[config.mk]
export PLATFORM = sky130hd
export DESIGN_NAME = icache_prefetch_buf
export DESIGN_NICKNAME = d
export VERILOG_FILES = /design/src/rtl/icache_prefetch_buf.sv
export SDC_FILE = /design/constraint.sdc
export NUM_CORES = 1
export LEC_CHECK = 0
export CORE_UTILIZATION = 24
export DETAILED_ROUTE_END_ITERATION = 7
export RECOVER_POWER = 100
export SYNTH_ARGS = -nofsm -noshare
export SYNTH_HDL_FRONTEND = slang
export SYNTH_SLANG_ARGS = --single-unit
[constraint.sdc]
create_clock -name clk -period 5.92 [get_ports clk]
set_input_delay 0.888 -clock clk [delete_from_list [all_inputs] [get_ports clk]]
set_output_delay 0.888 -clock clk [all_outputs]
set_load 0.1 [all_outputs]
[src/rtl/icache_prefetch_buf.sv]
// Next-line prefetch buffer between the instruction cache miss port and memory.
// Misses are served from a one-entry buffer on a match, otherwise from memory.
//
// state      | meaning
// S_IDLE     | waiting for a miss; buffer may hold the next line
// S_HIT_RESP | one-cycle response from buffer or forwarded prefetch data
// S_D_REQ    | demand request to memory, held until granted
// S_D_WAIT   | waiting for demand read data
// S_D_RESP   | one-cycle response with registered demand data
// S_PF_REQ   | prefetch request for the next sequential word
// S_PF_WAIT  | prefetch in flight; never cancelled
module icache_prefetch_buf #(
  parameter int ADDR_WIDTH = 32,
  parameter int DATA_WIDTH = 32,
  parameter bit PF_ENABLE  = 1'b1
) (
  input  logic                  clk,
  input  logic                  rst,
  input  logic                  cache_req,
  input  logic [ADDR_WIDTH-1:0] cache_addr,
  output logic [DATA_WIDTH-1:0] cache_data,
  output logic                  cache_ready,
  input  logic                  flush,
  output logic                  dram_req,
  output logic [ADDR_WIDTH-1:0] dram_addr,
  input  logic                  dram_gnt,
  input  logic                  dram_rvalid,
  input  logic [DATA_WIDTH-1:0] dram_rdata,
  output logic                  pf_hit,
  output logic                  pf_issue
);

  typedef enum logic [2:0] {
    S_IDLE, S_HIT_RESP, S_D_REQ, S_D_WAIT, S_D_RESP, S_PF_REQ, S_PF_WAIT
  } state_t;

  localparam logic [ADDR_WIDTH-1:0] WORD_STEP = ADDR_WIDTH'(4);

  state_t                  state_q, state_d;
  logic                    buf_valid_q, buf_valid_d;
  logic [ADDR_WIDTH-1:0]   buf_addr_q, buf_addr_d;
  logic [DATA_WIDTH-1:0]   buf_data_q, buf_data_d;
  logic [ADDR_WIDTH-1:0]   pf_addr_q, pf_addr_d;
  logic [ADDR_WIDTH-1:0]   req_addr_q, req_addr_d;
  logic [DATA_WIDTH-1:0]   resp_data_q, resp_data_d;
  logic                    flush_seen_q, flush_seen_d;
  logic                    pf_issue_q, pf_issue_d;

  logic [ADDR_WIDTH-1:0]   cache_addr_al;
  state_t                  resp_next;
  logic                    unused_addr_bits;

  assign cache_addr_al    = {cache_addr[ADDR_WIDTH-1:2], 2'b00};
  assign unused_addr_bits = ^cache_addr[1:0];
  assign resp_next        = PF_ENABLE ? S_PF_REQ : S_IDLE;

  always_comb begin
    state_d      = state_q;
    buf_valid_d  = buf_valid_q;
    buf_addr_d   = buf_addr_q;
    buf_data_d   = buf_data_q;
    pf_addr_d    = pf_addr_q;
    req_addr_d   = req_addr_q;
    resp_data_d  = resp_data_q;
    flush_seen_d = flush_seen_q;
    pf_issue_d   = 1'b0;

    case (state_q)
      S_IDLE: begin
        if (cache_req) begin
          if (buf_valid_q && (buf_addr_q == cache_addr_al) && !flush) begin
            state_d     = S_HIT_RESP;
            resp_data_d = buf_data_q;
            pf_addr_d   = buf_addr_q + WORD_STEP;
          end else begin
            state_d     = S_D_REQ;
            req_addr_d  = cache_addr_al;
            buf_valid_d = 1'b0;
          end
        end
      end
      S_HIT_RESP: begin
        buf_valid_d = 1'b0;
        state_d     = resp_next;
      end
      S_D_REQ: begin
        if (dram_gnt) state_d = S_D_WAIT;
      end
      S_D_WAIT: begin
        if (dram_rvalid) begin
          resp_data_d = dram_rdata;
          pf_addr_d   = req_addr_q + WORD_STEP;
          state_d     = S_D_RESP;
        end
      end
      S_D_RESP: begin
        state_d = resp_next;
      end
      S_PF_REQ: begin
        if (dram_gnt) begin
          pf_issue_d   = 1'b1;
          flush_seen_d = flush;
          state_d      = S_PF_WAIT;
        end
      end
      S_PF_WAIT: begin
        if (flush) flush_seen_d = 1'b1;
        if (dram_rvalid) begin
          flush_seen_d = 1'b0;
          if (flush || flush_seen_q) begin
            state_d = S_IDLE;
          end else if (cache_req && (cache_addr_al == pf_addr_q)) begin
            // Demand miss caught up with the prefetch: forward, skip the buffer.
            resp_data_d = dram_rdata;
            pf_addr_d   = pf_addr_q + WORD_STEP;
            state_d     = S_HIT_RESP;
          end else begin
            buf_valid_d = 1'b1;
            buf_addr_d  = pf_addr_q;
            buf_data_d  = dram_rdata;
            state_d     = S_IDLE;
          end
        end
      end
      default: state_d = S_IDLE;
    endcase

    if (flush) buf_valid_d = 1'b0;
  end

  always_ff @(posedge clk or posedge rst) begin
    if (rst) begin
      state_q      <= S_IDLE;
      buf_valid_q  <= 1'b0;
      buf_addr_q   <= '0;
      buf_data_q   <= '0;
      pf_addr_q    <= '0;
      req_addr_q   <= '0;
      resp_data_q  <= '0;
      flush_seen_q <= 1'b0;
      pf_issue_q   <= 1'b0;
    end else begin
      state_q      <= state_d;
      buf_valid_q  <= buf_valid_d;
      buf_addr_q   <= buf_addr_d;
      buf_data_q   <= buf_data_d;
      pf_addr_q    <= pf_addr_d;
      req_addr_q   <= req_addr_d;
      resp_data_q  <= resp_data_d;
      flush_seen_q <= flush_seen_d;
      pf_issue_q   <= pf_issue_d;
    end
  end

  always_comb begin
    dram_addr = '0;
    if (state_q == S_D_REQ)  dram_addr = req_addr_q;
    if (state_q == S_PF_REQ) dram_addr = pf_addr_q;
  end

  assign dram_req    = (state_q == S_D_REQ) || (state_q == S_PF_REQ);
  assign cache_ready = (state_q == S_HIT_RESP) || (state_q == S_D_RESP);
  assign cache_data  = resp_data_q;
  assign pf_hit      = (state_q == S_HIT_RESP);
  assign pf_issue    = pf_issue_q;

endmodule

== Word-level counts from Yosys, hierarchy flattened ==
Index checks and enable logic that the tools add are counted.
Cells by class
  $add $sub $neg: 3
  $mul: 0
  divide/modulo/power cells: 0
  order comparisons: 0
  eq/ne operators: 21
  shifts and indexed selects: 0
  mux-type cells: 38
  bitwise logic cells: 3
  reduce and logical (&&, ||, !) cells: 18
Operators by type and width (count)
  2-to-1 mux 32 bit: 14
  case mux 32 bit (3 select lines): 2
  adder 32 x 3 -> 32 bit (second input constant): 3
  equality test 32 bit: 2
  case mux 3 bit (6 select lines): 1
  inequality test 2 bit (second input constant): 8
  2-to-1 mux 3 bit: 5
  inequality test 3 bit (second input constant): 5
  2-to-1 mux 1 bit: 13
  equality test 3 bit (second input constant): 3
  AND reduction 7 bit: 1
  equality test 3 x 2 -> 1 bit (second input constant): 2
  AND reduction 3 bit: 2
  AND reduction 6 bit: 1
  AND reduction 5 bit: 1
  AND reduction 4 bit: 1
  nonzero test 4 bit: 1
  equality test 3 x 1 -> 1 bit (second input constant): 1
  logical AND 1 bit: 3
  logical NOT 3 bit: 1
  logical OR 1 bit: 3
  NOT 1 bit: 3
  case mux 1 bit (3 select lines): 1
  nonzero test 3 bit: 1
  other kinds (5): 5
Word-level totals
  register bits after elaboration: 164
  latch bits: 0
  RAM bits: 0
  bits in read-only memories: 0
  memories kept: 0

== Logic depth before layout (Yosys ltp) ==
Gate-level depths: netlist of the first run.
  depth in word-level cells: 7
  depth in mapped cells: 11
  mapped depth without buffers: 9

== Worst setup path before layout of the first run ==
OpenSTA, ideal clock, no wires.
  kind: flip-flop to output port
  from: register state_q[2]
  to: output dram_addr[10]
  arrival time: 2381 ps
  setup slack: 2651 ps
  cell stages (with the launch flop): 7
  cell sequence: dfrtp_1 > clkbuf_1 > clkbuf_1 > nand2_1 > nor2_1 > clkbuf_1 > a22o_1
On the way
  longest elaborated chain between the ends: 3
  elaborated cells between the ends (all ways): 4
  classes of those cells: 2 x eq/ne; 2 x mux
Ends and longest elaborated chain
  start: declaration: line 39  | state_t state_q, state_d;
  start signal: assignment: line 143  | state_q <= state_d;
  equality test 3 x 2 -> 1 bit: line 157  | if (state_q == S_D_REQ) dram_addr = req_addr_q;
  2-to-1 mux 32 bit: line 157
  2-to-1 mux 32 bit *: line 158  | if (state_q == S_PF_REQ) dram_addr = pf_addr_q;
  end: declaration: line 25  | output logic [ADDR_WIDTH-1:0] dram_addr,
Mark *: on every way between the ends. The rest lies on a longest branch, timed or not.

== Worst setup path in the final report of the first run ==
  from: register state_q[0]
  to: output dram_addr[24]
The elaborated chain is that of the path after synthesis.

==> impl_metrics.env, run 1 <==
export IMPL_finalWeightedCongestion=0.875
export IMPL_design_area_um2=11600
export IMPL_ys_ff_latch=164
export IMPL_layout_min_cycle_time_ns=4.68
export IMPL_synthCells=920
export IMPL_crit_start="state_q[0]"
export IMPL_cts_post_setup_buffers_inserted=0
export IMPL_crit_path_end_kind="output pin"
export IMPL_drv_slew=110
export IMPL_required_ns=5.03
export IMPL_drt_first_pass_iters=5
export IMPL_outcome="complete, but fails checks"
export IMPL_holdBufCountCts=0
export IMPL_cap_viol_max_count=2
export IMPL_worstSetupPathType="reg2out"
export IMPL_maxSlewHeadroom_pct=-130
export IMPL_drt_iter0_drc=418
export IMPL_area_growth_pct=24.9
export IMPL_reg2regPathDepth=7
export IMPL_clk_latency_ns=0.45
export IMPL_setup_tns_ns=0
export IMPL_drc=0
export IMPL_avgRoutedWirePerCell_um=18.2
export IMPL_path_clk_slew_ns=0.07
export IMPL_synth_top_area_share_pct=44.2
export IMPL_grt_use_total_pct=14.8
export IMPL_utilization_pct=30.7
export IMPL_fmax_mhz=213
export IMPL_synth_edf_count=0
export IMPL_rsz0062_at_grt="no"
export IMPL_cts_sinks=164
export IMPL_fin_nets=1098
export IMPL_viasPerCell=4.79
export IMPL_layout_commonest_cell="dfrtp_1"
export IMPL_layout_common_cells="dfrtp_1 (164), mux2_2 (94), nand2_1 (88)"
export IMPL_tritoncts_num_buffers=17
export IMPL_vias=7437
export IMPL_ys_seq_area_share_pct=44.2
export IMPL_clock_skew_ns=0.0138
export IMPL_violations="capacitance limit, slew limit"
export IMPL_worstMarginPinSlew_ns=3.44
export IMPL_io_buffers=135
export IMPL_setup_viol=0
export IMPL_hold_start="buf_data_q[30]"
export IMPL_whs_path_depth=1
export IMPL_fp_dieH_um=199
export IMPL_antenna_cells=0
export IMPL_hold_viol=0
export IMPL_dieArea_um2=39500
export IMPL_period_share_pct=79.1
export IMPL_std_cell_rows=71
export IMPL_async_reset_ff_share_pct=100
export IMPL_dp_hpwl_um=19500
export IMPL_yosysTopAreaCell="dfrtp_1"
export IMPL_gr_total_overflow=0
export IMPL_clockRootBuffer="clkbuf_16"
export IMPL_htreeDepth=4
export IMPL_antenna_found_initial=3
export IMPL_crit_fanout=57
export IMPL_pin_count=138
export IMPL_tritoncts="built"
export IMPL_cts_resized=0
export IMPL_syn_avg_cell_area_um2=10.1
export IMPL_fillers=3989
export IMPL_reg2reg_from="state_q[0]"
export IMPL_hold_class="reg2reg"
export IMPL_synth_area_um2=9290
export IMPL_ant_nets=0
export IMPL_worstPathArrival_ns=3.80
export IMPL_fp_dieW_um=199
export IMPL_initial_core_util_pct=24.6
export IMPL_syn_num_nets=991
export IMPL_place_area_um2=11000
export IMPL_wl_um=28200
export IMPL_ys_types=61
export IMPL_ys_warn_count=0
export IMPL_start_kind="flip-flop"
export IMPL_grt_pass1_wl_um=43900
export IMPL_core_area_um2=37800
export IMPL_ys_top_cells_by_area="dfrtp_1 (44%), mux2_2 (11%), xor2_1 (5.9%), a21oi_1 (3.7%), or3b_2 (3.7%)"
export IMPL_grt_max_degree=98
export IMPL_drive_above_1_share_pct=23.1
export IMPL_ys_flop_type="dfrtp_1"
export IMPL_clockBufferDepth=2
export IMPL_first_global_vias=7475
## path summary, 6_finish.rpt
path                       slack (ns)              to
setup / recovery                 1.24   dram_addr[24]
hold reg to reg                  0.51  buf_data_q[30]
max in group asynchronous        1.62  buf_data_q[29]
setup reg to reg                 2.23   pf_addr_q[11]
hold / removal                   0.51  buf_data_q[30]
min in group asynchronous        1.88  buf_data_q[27]
## state kept, by name, summed over array words and instances (netlist names)
signal        flops
buf_valid_q       1
pf_addr_q        32
pf_issue          1
buf_data_q       32
cache_data       32
state_q           3
buf_addr_q       32
flush_seen_q      1
req_addr_q       30
## cell usage after synthesis (2+ instances only)
master	instances
o21ai_0	15
or3_1	4
and2_1	2
nand4_2	2
a21oi_2	3
a2bb2oi_1	6
clkbuf_1	25
nor4_4	4
o21ai_1	2
xnor2_1	17
dfrtp_1	164
buf_6	4
o21a_1	3
nor2b_1	3
nor2_1	85
nor2_2	2
and3_1	4
nor4_1	22
and3b_1	2
or3b_1	2
nand2b_1	4
buf_4	8
nand3_1	6
nand4_1	9
buf_2	24
xor2_1	63
a31o_2	2
nor4_2	7
nor3_2	5
nand3b_1	4
nand2_1	88
a31oi_1	38
mux2_2	94
inv_1	9
o22ai_1	12
a22o_1	30
nor3_1	13
a21oi_1	69
or2_2	3
and4_1	2
or3b_2	39
## kinds of logic (layout without fill, tap and decap cells)
logic type / Yosys count / count (layout) / synth area share (%)
AND/OR/NAND/NOR: 320 / 320 / 19.7
adder cells (fa/ha/maj): 1 / 1 / 0.135
multiplexers: 94 / 94 / 11.4
AO/OA/AOI/OAI: 189 / 189 / 13.0
buffers and inverters: 71 / 191 / 3.84
XOR/XNOR: 81 / 81 / 7.84
flip-flops: 164 / 164 / 44.2
## area by class of cell
class                   instances  area, um2  area share (%)
clock buffers                  18        439            3.79
clock inverters                14        160            1.38
inverters                       9       35.0           0.302
multi-input cells             685       4830            41.6
flip-flops and latches        164       4100            35.4
well taps                     511        639            5.51
repair buffers                150       1400            12.0
## per-stage QoR
step	setup WS [ns]	hold WS (ns)	cells
floorplan	0.599	0.479	920
global placement	1.80	0.486	1519
detailed placement	1.81	0.495	1519
CTS	1.78	0.513	1551
global route	0.857	0.523	1551
finish	1.24	0.508	1551
## critical path, cell delays in order, from the launching register on
cell	delay [ns]
dfrtp_1	0.44
buf_4	0.47
nand2_1	0.18
nor2_1	0.17
clkbuf_1	1.34
a22o_1	0.41
buf_4	0.32
## metal layers
layer	GRT usage, %	vias up	routed length [um]
met5	0	-	27
met3	4.49	35	1830
li1	-	3519	-
met2	23.6	196	13300
met4	4.93	4	617
met1	19.0	3683	12500
Power of run 1 is not shown: default switching activity piles up to over one toggle a cycle in this logic, so the estimate is an artifact.
==> run 2: changes to the inputs <==
==> constraint.sdc (replaced) <==
create_clock -name clk -period 3.8 [get_ports clk]
set_input_delay 0.57 -clock clk [delete_from_list [all_inputs] [get_ports clk]]
set_output_delay 0.57 -clock clk [all_outputs]
set_load 0.1 [all_outputs]
==> impl_metrics.env, run 2 (synthesized netlist as in run 1, its figures left out) <==
export IMPL_outcome="complete, but fails checks"
export IMPL_violations="capacitance limit, slew limit"
export IMPL_layout_common_cells="dfrtp_1 (164), mux2_2 (94), nand2_1 (87)"
export IMPL_setup_viol=0
export IMPL_worst_r2r_endpoint="pf_addr_q[30]"
export IMPL_layout_commonest_cell="dfrtp_1"
export IMPL_utilization_pct=31.1
export IMPL_required_ns=3.23
export IMPL_std_cell_rows=71
export IMPL_gr_total_overflow=0
export IMPL_slowest_stage="nor3_2"
export IMPL_whs_path_depth=1
export IMPL_crit_chain="buf_4, nor3_2, buf_4, a22o_1, buf_4"
export IMPL_reg2regPathDepth=9
export IMPL_hold_viol=0
export IMPL_holdBufCountCts=0
export IMPL_wl_um=28300
export IMPL_antenna_cells=0
export IMPL_worstSetupPathType="reg2out"
export IMPL_grt_use_total_pct=14.9
export IMPL_core_area_um2=37800
export IMPL_fin_nets=1115
export IMPL_avgRoutedWirePerCell_um=18.1
export IMPL_fp_dieW_um=199
export IMPL_dp_hpwl_um=20000
export IMPL_worstPathArrival_ns=3.09
export IMPL_io_buffers=135
export IMPL_tritoncts_num_buffers=17
export IMPL_fp_dieH_um=199
export IMPL_crit_fanout=35
export IMPL_clk_latency_ns=0.45
export IMPL_htreeDepth=4
export IMPL_cpMostUsedCell="buf_4"
export IMPL_ant_nets=0
export IMPL_cts_post_setup_buffers_inserted=0
export IMPL_clock_skew_ns=0.0137
export IMPL_stdcell_count=1567
export IMPL_vias=7587
export IMPL_design_area_um2=11800
export IMPL_start_kind="flip-flop"
export IMPL_grt_max_degree=165
export IMPL_path_clk_slew_ns=0.07
export IMPL_rsz0062_at_grt="no"
export IMPL_place_area_um2=11600
export IMPL_cts_sinks=164
export IMPL_fillers=4018
export IMPL_drive_above_1_share_pct=24.7
export IMPL_grt_pass1_wl_um=44400
export IMPL_layout_min_cycle_time_ns=3.66
export IMPL_drt_first_pass_iters=5
export IMPL_hold_class="reg2reg"
export IMPL_crit_path_end_kind="output pin"
export IMPL_hold_start="buf_data_q[27]"
export IMPL_pin_count=138
export IMPL_finalWeightedCongestion=0.918
export IMPL_reg2reg_from="pf_addr_q[16]"
export IMPL_hold_path_end="buf_data_q[27]"
export IMPL_tritoncts="built"
export IMPL_dieArea_um2=39500
export IMPL_area_growth_pct=26.8
export IMPL_clockBufferDepth=2
export IMPL_initial_core_util_pct=24.6
export IMPL_drv_slew=165
export IMPL_cap_viol_max_count=1
export IMPL_fmax_mhz=273
export IMPL_first_global_vias=7650
export IMPL_drc=0
export IMPL_worstMarginPinSlew_ns=2.43
export IMPL_viasPerCell=4.84
export IMPL_setup_tns_ns=0
export IMPL_antenna_found_initial=2
export IMPL_period_share_pct=96.3
export IMPL_crit_buf_inv=3
export IMPL_clockRootBuffer="clkbuf_16"
export IMPL_cp_slowest_stage_delay_ns=0.91
export IMPL_cts_resized=0
export IMPL_maxSlewHeadroom_pct=-61.7
export IMPL_reg2reg_slack_ns=0.48
export IMPL_drt_iter0_drc=469
export IMPL_dp_cells=1536
export IMPL_critPathTopFamily="buffers and inverters"
-- run 2: changes by cell type in the layout (fill, tap and decap cells not counted), sizes merged --
| cell | change |
|---|---|
| buf | +2 |
| bufinv | +2 |
| clkbuf | +18 |
| clkdlybuf4s50 | +2 |
| clkinv | +3 |
| clkinvlp | +1 |
| dlygate4sd3 | -6 |
| inv | -6 |
-- run 2: how the worst max path moves through the flow --
stage | from | end | slack (ns) | cells after the start
floorplan | state_q[2] | dram_addr[10] | 0.85 | 6
global placement | cache_addr[9] | req_addr_q[30] | 0.28 | 8
detailed placement | cache_addr[9] | req_addr_q[7] | 0.28 | 8
CTS | state_q[0] | dram_addr[26] | 0.21 | 5
global route | state_q[0] | dram_addr[26] | 0.06 | 5
finish | state_q[0] | dram_addr[30] | 0.14 | 5
-- run 2: cell type report --
| class | count | area [um2] | area share [%] |
|---|---|---|---|
| multi-input cells | 685 | 4850 | 41.2 |
| flip-flops and latches | 164 | 4100 | 34.8 |
| repair buffers | 167 | 1550 | 13.1 |
| well taps | 511 | 639 | 5.43 |
| clock buffers | 17 | 425 | 3.61 |
| clock inverters | 14 | 178 | 1.51 |
| inverters | 9 | 37.5 | 0.319 |
-- run 2: layer usage --
metal	vias to the layer above	share of wire, %	track usage [%]
met2	223	47	23.7
li1	3560	-	-
met1	3749	44	19.1
met4	4	2.9	6.07
met5	-	0.099	0
met3	51	5.7	4.02
-- run 2: metrics by stage --
stage | setup WS, ns | hold slack [ns]
finish | 0.141 | 0.507
global route | 0.0609 | 0.512
CTS | 0.205 | 0.509
detailed placement | 0.277 | 0.493
global placement | 0.280 | 0.486
floorplan | 0.849 | 0.479
Power of run 2 is left out for the same reason.
==> run 3: changes to the inputs <==
--- a/config.mk
+++ b/config.mk
@@ -5,9 +5,12 @@
 export SDC_FILE = /design/constraint.sdc
 export NUM_CORES = 1
 export LEC_CHECK = 0
+export CORE_ASPECT_RATIO = 1.25
 export CORE_UTILIZATION = 24
 export DETAILED_ROUTE_END_ITERATION = 7
 export RECOVER_POWER = 100
+export SKIP_CTS_REPAIR_TIMING = 1
+export SLEW_MARGIN = 25
 export SYNTH_ARGS = -nofsm -noshare
 export SYNTH_HDL_FRONTEND = slang
 export SYNTH_SLANG_ARGS = --single-unit
==> impl_metrics.env, run 3 (synthesized netlist as in run 1, its figures left out) <==
export IMPL_maxSlewHeadroom_pct=-6.48
export IMPL_antenna_found_initial=1
export IMPL_fin_nets=1111
export IMPL_gr_total_overflow=0
export IMPL_start_kind="flip-flop"
export IMPL_reg2reg_from="state_q[0]"
export IMPL_tritoncts_num_buffers=17
export IMPL_reg2regPathDepth=7
export IMPL_htreeDepth=4
export IMPL_stdcell_count=1545
export IMPL_cts_sinks=164
export IMPL_hold_viol=0
export IMPL_drc=0
export IMPL_layout_commonest_cell="dfrtp_1"
export IMPL_grt_busiest_layer="met2"
export IMPL_met2_usage_pct=25.3
export IMPL_pin_count=138
export IMPL_crit_path_end_kind="output pin"
export IMPL_period_share_pct=90.3
export IMPL_wl_um=28200
export IMPL_dieArea_um2=39500
export IMPL_io_buffers=135
export IMPL_fp_dieH_um=222
export IMPL_setup_viol=0
export IMPL_grt_use_total_pct=14.7
export IMPL_first_global_vias=7539
export IMPL_required_ns=3.23
export IMPL_std_cell_rows=80
export IMPL_cap_viol_max_count=3
export IMPL_clock_skew_ns=0.0129
export IMPL_grt_max_degree=61
export IMPL_layout_min_cycle_time_ns=3.43
export IMPL_setup_tns_ns=0
export IMPL_initial_core_util_pct=24.4
export IMPL_worst_r2r_endpoint="pf_addr_q[27]"
export IMPL_setup_worst_path_end="dram_addr[11]"
export IMPL_crit_fanout=35
export IMPL_clockRootBuffer="clkbuf_16"
export IMPL_crit_chain="buf_4, clkbuf_1, nor2_2, buf_4, a22o_1, buf_2"
export IMPL_cp_slowest_stage_delay_ns=0.74
export IMPL_area_growth_pct=29.1
export IMPL_drt_iter0_drc=481
export IMPL_clk_latency_ns=0.45
export IMPL_viasPerCell=4.87
export IMPL_dp_hpwl_um=20300
export IMPL_worstPathArrival_ns=2.86
export IMPL_drive_above_1_share_pct=24.6
export IMPL_cpMostUsedCell="buf_4"
export IMPL_clockBufferDepth=2
export IMPL_violations="capacitance limit, slew limit"
export IMPL_worstSetupPathType="reg2out"
export IMPL_outcome="complete, but fails checks"
export IMPL_antenna_cells=0
export IMPL_fp_dieW_um=178
export IMPL_rsz0062_at_grt="no"
export IMPL_worstMarginPinSlew_ns=1.60
export IMPL_avgRoutedWirePerCell_um=18.2
export IMPL_crit_start="state_q[1]"
export IMPL_path_clk_slew_ns=0.07
export IMPL_reg2reg_slack_ns=0.47
export IMPL_drt_first_pass_iters=4
export IMPL_drv_slew=137
export IMPL_met1_usage_pct=17.5
export IMPL_fmax_mhz=291
export IMPL_finalWeightedCongestion=0.903
export IMPL_layout_common_cells="dfrtp_1 (164), mux2_2 (94), nand2_1 (87)"
export IMPL_fin_hold_ws_ns=0.505
export IMPL_hold_class="reg2reg"
export IMPL_grt_pass1_wl_um=44100
export IMPL_core_area_um2=38100
export IMPL_tritoncts="built"
export IMPL_vias=7518
export IMPL_ant_nets=0
export IMPL_dp_cells=1513
export IMPL_utilization_pct=31.5
export IMPL_slowest_stage="clkbuf_1"
export IMPL_grt_use_met3_pct=3.41
## run 3: cell count changes in the layout (fill, tap and decap cells not counted), moves of 3 or more
cell | before | now
buf_2 | 11 | 7
clkbuf_4 | 15 | 2
inv_6 | 2 | 5
buf_4 | 24 | 18
buf_12 | 8 | 28
## run 3: worst min-delay path by stage
stage                              start  slack (ns)        endpoint  cells after the start
after floorplan           buf_data_q[13]        0.48  buf_data_q[13]                      1
after global placement    buf_data_q[17]        0.49  buf_data_q[17]                      1
after detailed placement  buf_data_q[19]        0.49  buf_data_q[19]                      1
after CTS                 buf_data_q[19]        0.51  buf_data_q[19]                      1
after global routing       buf_data_q[4]        0.53   buf_data_q[4]                      1
final                     buf_data_q[25]        0.50  buf_data_q[25]                      1
## run 3: worst max-delay path: cells and delay by family (launching register included)
| family | cells | cell delay (ns) |
|---|---|---|
| AO/OA/AOI/OAI | 1 | 0.31 |
| flip-flops | 1 | 0.35 |
| buffers and inverters | 4 | 1.66 |
| AND/OR/NAND/NOR | 1 | 0.07 |
## run 3: final cells by class
| cell class | instances | area (um2) |
|---|---|---|
| clock buffer | 19 | 453 |
| tap | 492 | 616 |
| clock inverter | 13 | 169 |
| timing repair buffer | 163 | 1780 |
| fill | 3932 | 26100 |
| sequential | 164 | 4100 |
| multi-input combinational | 685 | 4830 |
| inverter | 9 | 35.0 |
## run 3: through the flow
stage / cell area (um2) / setup slack (ns)
after global placement: 11600 / 0.300
after floorplan: 9300 / 0.849
after detailed placement: 11600 / 0.279
after global routing: 12000 / 0.240
final: 12000 / 0.367
after CTS: 12200 / 0.676
## run 3: layer usage
metal / vias up / share of wire, %
li1: 3547 / -
met4: 2 / 2.7
met1: 3739 / 41
met5: - / 0.043
met3: 45 / 4.7
met2: 185 / 51
Power of run 3 is left out for the same reason.
